<file path="src/rtl/parity_frame_rx_if.sv">
// -----------------------------------------------------------------------------
// parity_frame_rx_if
//   Bundles the serial input side and the parallel valid/ready output side of
//   parity_frame_rx.
//
//   Signals:
//     bit_en     - sample strobe, one clk wide per bit period
//     rx         - serial line, idle high
//     out_data   - received data bits, bit 0 = first data bit on the line
//     out_p      - received parity bit
//     out_valid  - output holding register full
//     out_ready  - consumer accepts on out_valid && out_ready
//     frame_err  - one-cycle pulse, stop bit sampled low
//     overrun    - one-cycle pulse, good frame dropped (holding register full)
//     parity_err - only with PARITY_FRAME_RX_CHECK_EN: XOR of data and parity
//
//   Modports:
//     slave  - the receiver (consumes the line, produces the frame)
//     master - the environment (drives the line, consumes the frame)
// -----------------------------------------------------------------------------
interface parity_frame_rx_if #(
   parameter int DATA_W = 4
);
   logic              bit_en;
   logic              rx;
   logic [DATA_W-1:0] out_data;
   logic              out_p;
   logic              out_valid;
   logic              out_ready;
   logic              frame_err;
   logic              overrun;
`ifdef PARITY_FRAME_RX_CHECK_EN
   logic              parity_err;
`endif

   modport slave (
      input  bit_en, rx, out_ready,
      output out_data, out_p, out_valid, frame_err, overrun
`ifdef PARITY_FRAME_RX_CHECK_EN
      , output parity_err
`endif
   );

   modport master (
      output bit_en, rx, out_ready,
      input  out_data, out_p, out_valid, frame_err, overrun
`ifdef PARITY_FRAME_RX_CHECK_EN
      , input parity_err
`endif
   );
endinterface : parity_frame_rx_if

</file>
<file path="src/rtl/parity_frame_rx.sv">
// -----------------------------------------------------------------------------
// parity_frame_rx
//   Deserializes start / DATA_W data (LSB first) / parity / stop frames from a
//   single-bit line and offers the data nibble plus its received parity bit on
//   a one-deep valid/ready holding register. Framing, buffering and overrun
//   only; parity is judged downstream unless the check feature is compiled in.
//
//   Ports:
//     clk    - system clock, rising edge
//     rst_n  - asynchronous reset, active low
//     bus    - parity_frame_rx_if.slave (bit_en, rx, out_ready in;
//              out_data, out_p, out_valid, frame_err, overrun out)
//
//   Optional feature (macro PARITY_FRAME_RX_CHECK_EN):
//     adds bus.parity_err = ^data ^ parity, loaded and held with out_data.
// -----------------------------------------------------------------------------
module parity_frame_rx #(
   parameter int DATA_W = 4
) (
   input  logic                   clk,
   input  logic                   rst_n,
   parity_frame_rx_if.slave       bus
);

   localparam int                CNT_W = (DATA_W > 1) ? $clog2(DATA_W) : 1;
   localparam logic [CNT_W-1:0]  LAST  = CNT_W'(DATA_W - 1);

   typedef enum logic [1:0] {
      S_IDLE,
      S_DATA,
      S_PARITY,
      S_STOP
   } state_t;

   state_t            state_q,  state_d;
   logic [CNT_W-1:0]  cnt_q,    cnt_d;
   logic [DATA_W-1:0] shift_q,  shift_d;
   logic              par_q,    par_d;
   logic [DATA_W-1:0] data_q,   data_d;
   logic              p_q,      p_d;
   logic              valid_q,  valid_d;
   logic              ferr_q,   ferr_d;
   logic              ovr_q,    ovr_d;
`ifdef PARITY_FRAME_RX_CHECK_EN
   logic              perr_q,   perr_d;
`endif

   // NOTE: every register is reset here, so outputs read 0 immediately on
   // rst_n low, even in the middle of a frame.
   always_ff @(posedge clk or negedge rst_n) begin
      if (!rst_n) begin
         state_q <= S_IDLE;
         cnt_q   <= '0;
         shift_q <= '0;
         par_q   <= 1'b0;
         data_q  <= '0;
         p_q     <= 1'b0;
         valid_q <= 1'b0;
         ferr_q  <= 1'b0;
         ovr_q   <= 1'b0;
`ifdef PARITY_FRAME_RX_CHECK_EN
         perr_q  <= 1'b0;
`endif
      end else begin
         // NOTE: non-blocking so every register samples the pre-edge values.
         state_q <= state_d;
         cnt_q   <= cnt_d;
         shift_q <= shift_d;
         par_q   <= par_d;
         data_q  <= data_d;
         p_q     <= p_d;
         valid_q <= valid_d;
         ferr_q  <= ferr_d;
         ovr_q   <= ovr_d;
`ifdef PARITY_FRAME_RX_CHECK_EN
         perr_q  <= perr_d;
`endif
      end
   end

   always_comb begin
      // NOTE: hold-by-default first, so no path through the case infers a latch.
      state_d = state_q;
      cnt_d   = cnt_q;
      shift_d = shift_q;
      par_d   = par_q;
      data_d  = data_q;
      p_d     = p_q;
      valid_d = valid_q;
      ferr_d  = 1'b0;
      ovr_d   = 1'b0;
`ifdef PARITY_FRAME_RX_CHECK_EN
      perr_d  = perr_q;
`endif

      // Drain first; a load in the same cycle below overrides this.
      if (valid_q && bus.out_ready) begin
         valid_d = 1'b0;
      end

      if (bus.bit_en) begin
         unique case (state_q)
            S_IDLE: begin
               if (!bus.rx) begin
                  state_d = S_DATA;
                  cnt_d   = '0;
               end
            end
            S_DATA: begin
               // Bit k lands in position k: LSB-first without a shift chain.
               shift_d[cnt_q] = bus.rx;
               if (cnt_q == LAST) begin
                  state_d = S_PARITY;
               end else begin
                  cnt_d = cnt_q + CNT_W'(1);
               end
            end
            S_PARITY: begin
               par_d   = bus.rx;
               state_d = S_STOP;
            end
            S_STOP: begin
               state_d = S_IDLE;
               if (bus.rx) begin
                  // Free, or freed by a drain on this very edge.
                  if (!valid_q || bus.out_ready) begin
                     data_d  = shift_q;
                     p_d     = par_q;
                     valid_d = 1'b1;
`ifdef PARITY_FRAME_RX_CHECK_EN
                     perr_d  = (^shift_q) ^ par_q;
`endif
                  end else begin
                     ovr_d = 1'b1;
                  end
               end else begin
                  ferr_d = 1'b1;
               end
            end
            default: state_d = S_IDLE;
         endcase
      end
   end

   assign bus.out_data  = data_q;
   assign bus.out_p     = p_q;
   assign bus.out_valid = valid_q;
   assign bus.frame_err = ferr_q;
   assign bus.overrun   = ovr_q;
`ifdef PARITY_FRAME_RX_CHECK_EN
   assign bus.parity_err = perr_q;
`endif

endmodule : parity_frame_rx

</file>
<file path="src/flat_wrapper.sv">
// flat-port wrapper written by rule: the top's interface ports become plain ports
module parity_frame_rx_flat 
#(
   parameter int DATA_W = 4
)
  (clk, rst_n, bus_bit_en, bus_rx, bus_out_ready, bus_out_data, bus_out_p, bus_out_valid, bus_frame_err, bus_overrun);
  parity_frame_rx_if #(.DATA_W(DATA_W)) bus_i ();
  input  logic clk;
  input  logic rst_n;
  input wire logic [$bits(bus_i.bit_en)-1:0] bus_bit_en;
  input wire logic [$bits(bus_i.rx)-1:0] bus_rx;
  input wire logic [$bits(bus_i.out_ready)-1:0] bus_out_ready;
  output wire logic [$bits(bus_i.out_data)-1:0] bus_out_data;
  output wire logic [$bits(bus_i.out_p)-1:0] bus_out_p;
  output wire logic [$bits(bus_i.out_valid)-1:0] bus_out_valid;
  output wire logic [$bits(bus_i.frame_err)-1:0] bus_frame_err;
  output wire logic [$bits(bus_i.overrun)-1:0] bus_overrun;
  assign bus_i.bit_en = bus_bit_en;
  assign bus_i.rx = bus_rx;
  assign bus_i.out_ready = bus_out_ready;
  assign bus_out_data = bus_i.out_data;
  assign bus_out_p = bus_i.out_p;
  assign bus_out_valid = bus_i.out_valid;
  assign bus_frame_err = bus_i.frame_err;
  assign bus_overrun = bus_i.overrun;
  parity_frame_rx #(.DATA_W(DATA_W)) u_core (.clk(clk), .rst_n(rst_n), .bus(bus_i));
endmodule
</file>
<file path="config.mk">
export PLATFORM = sky130hd
export DESIGN_NAME = parity_frame_rx_flat
export DESIGN_NICKNAME = d
export VERILOG_FILES = /design/src/rtl/parity_frame_rx_if.sv /design/src/rtl/parity_frame_rx.sv /design/src/flat_wrapper.sv
export SDC_FILE = /design/constraint.sdc
export NUM_CORES = 1
export LEC_CHECK = 0
export ABC_CLOCK_PERIOD_IN_PS = 4200
export BUFFER_PORTS_ARGS = -buffer_cell sky130_fd_sc_hd__buf_2
export CAP_MARGIN = 20
export CORE_MARGIN = 2
export CORE_UTILIZATION = 45
export CTS_CLUSTER_SIZE = 14
export DETAILED_ROUTE_END_ITERATION = 7
export PLACE_DENSITY = 0.65
export SKIP_LAST_GASP = 1
export SYNTH_ARGS = -nofsm -noshare
export SYNTH_HDL_FRONTEND = slang
export SYNTH_SLANG_ARGS = --single-unit
</file>
<file path="constraint.sdc">
create_clock -name clk -period 4.2 [get_ports clk]
set_input_delay 0.21 -clock clk [delete_from_list [all_inputs] [get_ports clk]]
set_output_delay 0.21 -clock clk [all_outputs]
set_load 0.02 [all_outputs]
</file>
* Word level (Yosys, flattened, before mapping) *
Index checks and enable logic that the tools add are counted.

cells by class
  add/subtract/negate cells = 1
  order comparisons = 2
  equal/unequal tests = 7
  mux-type cells = 21
  reduce and logical (&&, ||, !) cells = 11

operators with widths
  operator                                                    count
  2-to-1 mux 1 bit                                            13
  2-to-1 mux 2 bit                                            4
  one-hot mux 2 bit (4 select lines)                          1
  AND reduction 4 bit                                         2
  == test 2 bit, second input constant                        3
  bitwise mux 4 bit                                           1
  inequality test 2 bit, second input constant                2
  one-hot mux 2 bit (2 select lines)                          1
  AND reduction 2 bit                                         2
  less-than comparator 2 x 3 -> 1 bit, second input constant  1
  AND reduction 3 bit                                         1
  adder 2 x 1 -> 2 bit, second input constant                 1
  demux 1 bit (select 2 bit)                                  1
  == test 2 x 1 -> 1 bit, second input constant               1
  >= comparator 2 x 1 -> 1 bit, second input constant         1
  logical AND 1 bit                                           2
  logical NOT 2 bit                                           1
  inequality test 2 x 1 -> 1 bit, second input constant       1
  nonzero test 2 bit                                          1
  logical NOT 1 bit                                           1
  logical OR 1 bit                                            1

word-level totals
  bits in registers = 17
  input bits = 5
  output and inout port bits = 8
  logic and storage cells = 51

* Longest topological paths before layout *
  depth after elaboration = 6
  depth in mapped cells = 6
  depth with buffers taken out = 5

* Worst setup path after synthesis *
OpenSTA, ideal clock, no wires.

  kind = flip-flop to flip-flop
  from = register u_core.state_q[1]
  to = register u_core.state_q[1]
  setup time = 0.128 ns
  arrival = 1.325 ns
  setup slack = 2.747 ns
  cell stages (with the launch flop) = 7
  clock period less this slack = 1.453 ns
  cells stage by stage = dfrtp_1 -> inv_1 -> ha_1 -> buf_2 -> inv_1 -> o21ai_1 -> mux2_1

on the way
  longest elaborated chain between the ends = 3

RTL lines
  item                                                                                             RTL line                RTL
  from (decl)                                                                                      parity_frame_rx.sv:35   state_t state_q, state_d;
  from (signal assigned)                                                                           parity_frame_rx.sv:66   state_q <= state_d;
  == test 2 x 1 -> 1 bit / logical NOT 2 bit (equally long branches)                               parity_frame_rx.sv:102  unique case (state_q)
  inequality test 2 x 1 -> 1 bit (no source line) / inequality test 2 bit (equally long branches)  -
  AND reduction 3 bit (no source line)                                                             -

Parallel ways exist; a longest one is shown, timed or not.
A chain may end at the register's enable or synchronous reset.

* Worst setup path in the final report *
Same ends and word-level chain as after synthesis.

==> impl_metrics.ini <==
[timing]
setup_viol = 0
slew_headroom = 0.7621
hold_viol = 0
fin_crit_ns = 1.600
min_period_over_period = 0.3810
rsz0062_at_grt = no
clock_skew_ns = 0.001272
setup_tns_ns = 0
fmax_mhz = 625.0
finalMaxSlewViolations = 0
worst_hold_slack_ns = 0.2022
tightest_slew_ns = 0.3569

[grt]
antenna_found_initial = 0
grt_pass1_wl_um = 1980
grt_pass1_vias = 494
grt-ovfl-total = 0
grt_max_degree = 18
grt_usage = 0.1276

[power]
peakVddDrop_v = 0.0003156
p_leak_nw = 0.5009
p_per_area_mw_per_mm2 = 624.8

[place]
place_inst = 101
gp_congestion = 0.7746
place_area_um2 = 935.9
dp_hpwl_um = 908.7
portBuffers = 12

[routing]
route.detailed.drc = 0
vias_per_cell = 4.632
drtIter0Drc = 4
vias = 491
ant_nets = 0
routed_wl_um = 1197
post_drt_wl_per_cell_um = 11.29
dr.pass1.iters = 2

[cts]
clock_path_buffers = 2
cts_root_buf = clkbuf_4
numCtsBuffers = 3
cts_tree = done
clkLatencyLatePin_ns = 0.28
clk_pin_slew_worst_paths_ns = 0.09
cts-resized-gates = 0
htree_levels = 1
cts.sink_count = 17

[finish]
nNetsFinal = 96
n_antenna_cell = 0
layout-drive-gt1-share = 0.2840
fin_cells = 106
areaGrowthSynthToFinish_pct = 13.43
final_cell_area_um2 = 972.2

[synthesis]
synth_top_area_share = 0.4964
syn_area_um2 = 857.1
synthCells = 66
synth_area_leaders = dfrtp_1, ha_1, mux2_4
yosys_warnings = 0
yosysTopAreaCell = dfrtp_1
avgSynthCellArea_um2 = 12.99
syn_nets = 80
synth.distinct_cells = 17
synth-seq-cells = 17
ys_seq_area_frac = 0.4964

[setup_path]
critPathMaxFanout = 9
endpoint_kind = flip-flop
r2r_cells = 5
startpoint_type = flip-flop
required_ns = 4.37
critPathArrivalTime_ns = 1.77
path_class = flip-flop to flip-flop

[floorplanning]
dieArea_mm2 = 0.002270
rows = 15
die_y_um = 47.64
core_area_mm2 = 0.001764
ios = 13
start_util = 0.4858
die_w_um = 47.64

[status]
status = finished, final reports clean

[min_path]
min_path_type = input pin to flip-flop
worstHoldPathCells = 2

[job]
maxCapViolCount = 0
sequential cells by signal, summed over array words and instances (netlist names):
| register | count |
|---|---|
| u_core.bus.out_valid | 1 |
| u_core.state_q | 2 |
| u_core.shift_q | 4 |
| u_core.bus.out_p | 1 |
| u_core.bus.out_data | 4 |
| u_core.cnt_q | 2 |
| u_core.bus.frame_err | 1 |
| u_core.bus.overrun | 1 |
| u_core.par_q | 1 |
Yosys cell counts:
| cell type | number |
|---|---|
| inv_1 | 5 |
| a21boi_2 | 1 |
| nand3_1 | 4 |
| dfrtp_1 | 17 |
| nor2b_4 | 1 |
| nor2_1 | 3 |
| mux2_4 | 5 |
| ha_1 | 9 |
| buf_4 | 1 |
| o21ai_1 | 1 |
| nand2_1 | 6 |
| nand3_4 | 1 |
| buf_2 | 1 |
| mux2_1 | 6 |
| o211ai_1 | 1 |
| nand2b_1 | 1 |
| mux2i_1 | 3 |
layout make-up:
class                      count  area [um^2]
inverter                       5        18.77
multi-input combinational     42        400.4
timing repair buffer          13        70.07
tap                           25        31.28
clock buffer                   4        26.28
fill                         172        792.0
sequential                    17        425.4
per-layer routing:
| metal | part of all wire | vias up | wire (um) | track usage |
|---|---|---|---|---|
| met5 | 0 | - | 0 | 0 |
| met4 | 0.010 | 0 | 12 | 0.07568 |
| met3 | 0.043 | 2 | 51 | 0.02642 |
| met1 | 0.47 | 227 | 562 | 0.1529 |
| li1 | - | 253 | - | - |
| met2 | 0.48 | 9 | 570 | 0.2108 |
final timing paths:
path                                                from                              to  slack [ns]
setup / recovery           u_core.state_q[1]$_DFFE_PN0P_   u_core.state_q[1]$_DFFE_PN0P_        2.60
hold / removal                                    bus_rx  u_core.bus.frame_err$_DFF_PN0_        0.20
setup reg to reg           u_core.state_q[1]$_DFFE_PN0P_   u_core.state_q[1]$_DFFE_PN0P_        2.60
hold reg to reg            u_core.shift_q[1]$_DFFE_PN0P_   u_core.shift_q[1]$_DFFE_PN0P_        0.50
max in group asynchronous                          rst_n     u_core.cnt_q[0]$_DFFE_PN0P_        3.58
min in group asynchronous                          rst_n    u_core.bus.overrun$_DFF_PN0_        0.36
where the power goes:
part	internal (mW)	total [mW]	switching [mW]
Combinational	0.120	0.253	0.134
Sequential	0.230	0.269	0.0396
Clock	0.0368	0.0847	0.0479
what timing repair did:
item / in CTS / in global routing
buffers inserted: 0 / 0
endpoints found under the hold margin: 17 / 0
hold buffers: 1 / 0
logic make-up (layout without fill, tap and decap cells):
| kind of cell | Yosys count | after routing | share of synthesized area |
|---|---|---|---|
| DFF | 17 | 17 | 0.4964 |
| and+or+nand+nor | 16 | 16 | 0.1066 |
| muxes | 14 | 14 | 0.2015 |
| adders and majority gates | 9 | 9 | 0.1314 |
| buffers and inverters | 7 | 22 | 0.03650 |
| AOI/OAI and AO/OA | 3 | 3 | 0.02773 |
cell usage in the layout, fill, tap and decap left out:
master         synthesis  routed
dfrtp_1               17      17
buf_2                  1      12
ha_1                   9       9
nand2_1                6       6
mux2_1                 6       6
inv_1                  5       5
mux2_4                 5       5
nand3_1                4       4
nor2_1                 3       3
mux2i_1                3       3
clkbuf_4               0       3
nand2b_1               1       1
nand3_4                1       1
a21boi_2               1       1
o21ai_1                1       1
nor2b_4                1       1
o211ai_1               1       1
clkbuf_1               0       1
dlygate4sd3_1          0       1
metrics by stage:
step	setup WS, ns	power [mW]	utilization
6_report	2.600	0.6075	0.5511
3_5_place_dp	2.615	0.5269	0.5305
2_1_floorplan	2.747	0.4644	-
5_1_grt	2.511	0.6627	0.5511
3_3_place_gp	2.658	0.5211	0.5305
4_1_cts	2.597	0.6169	0.5511
critical path, cell delays in order (launching register included):
cell	delay [ns]
dfrtp_1	0.42
inv_1	0.11
ha_1	0.32
inv_1	0.07
o21ai_1	0.23
mux2_1	0.34
(Power assumes the default switching activity.)
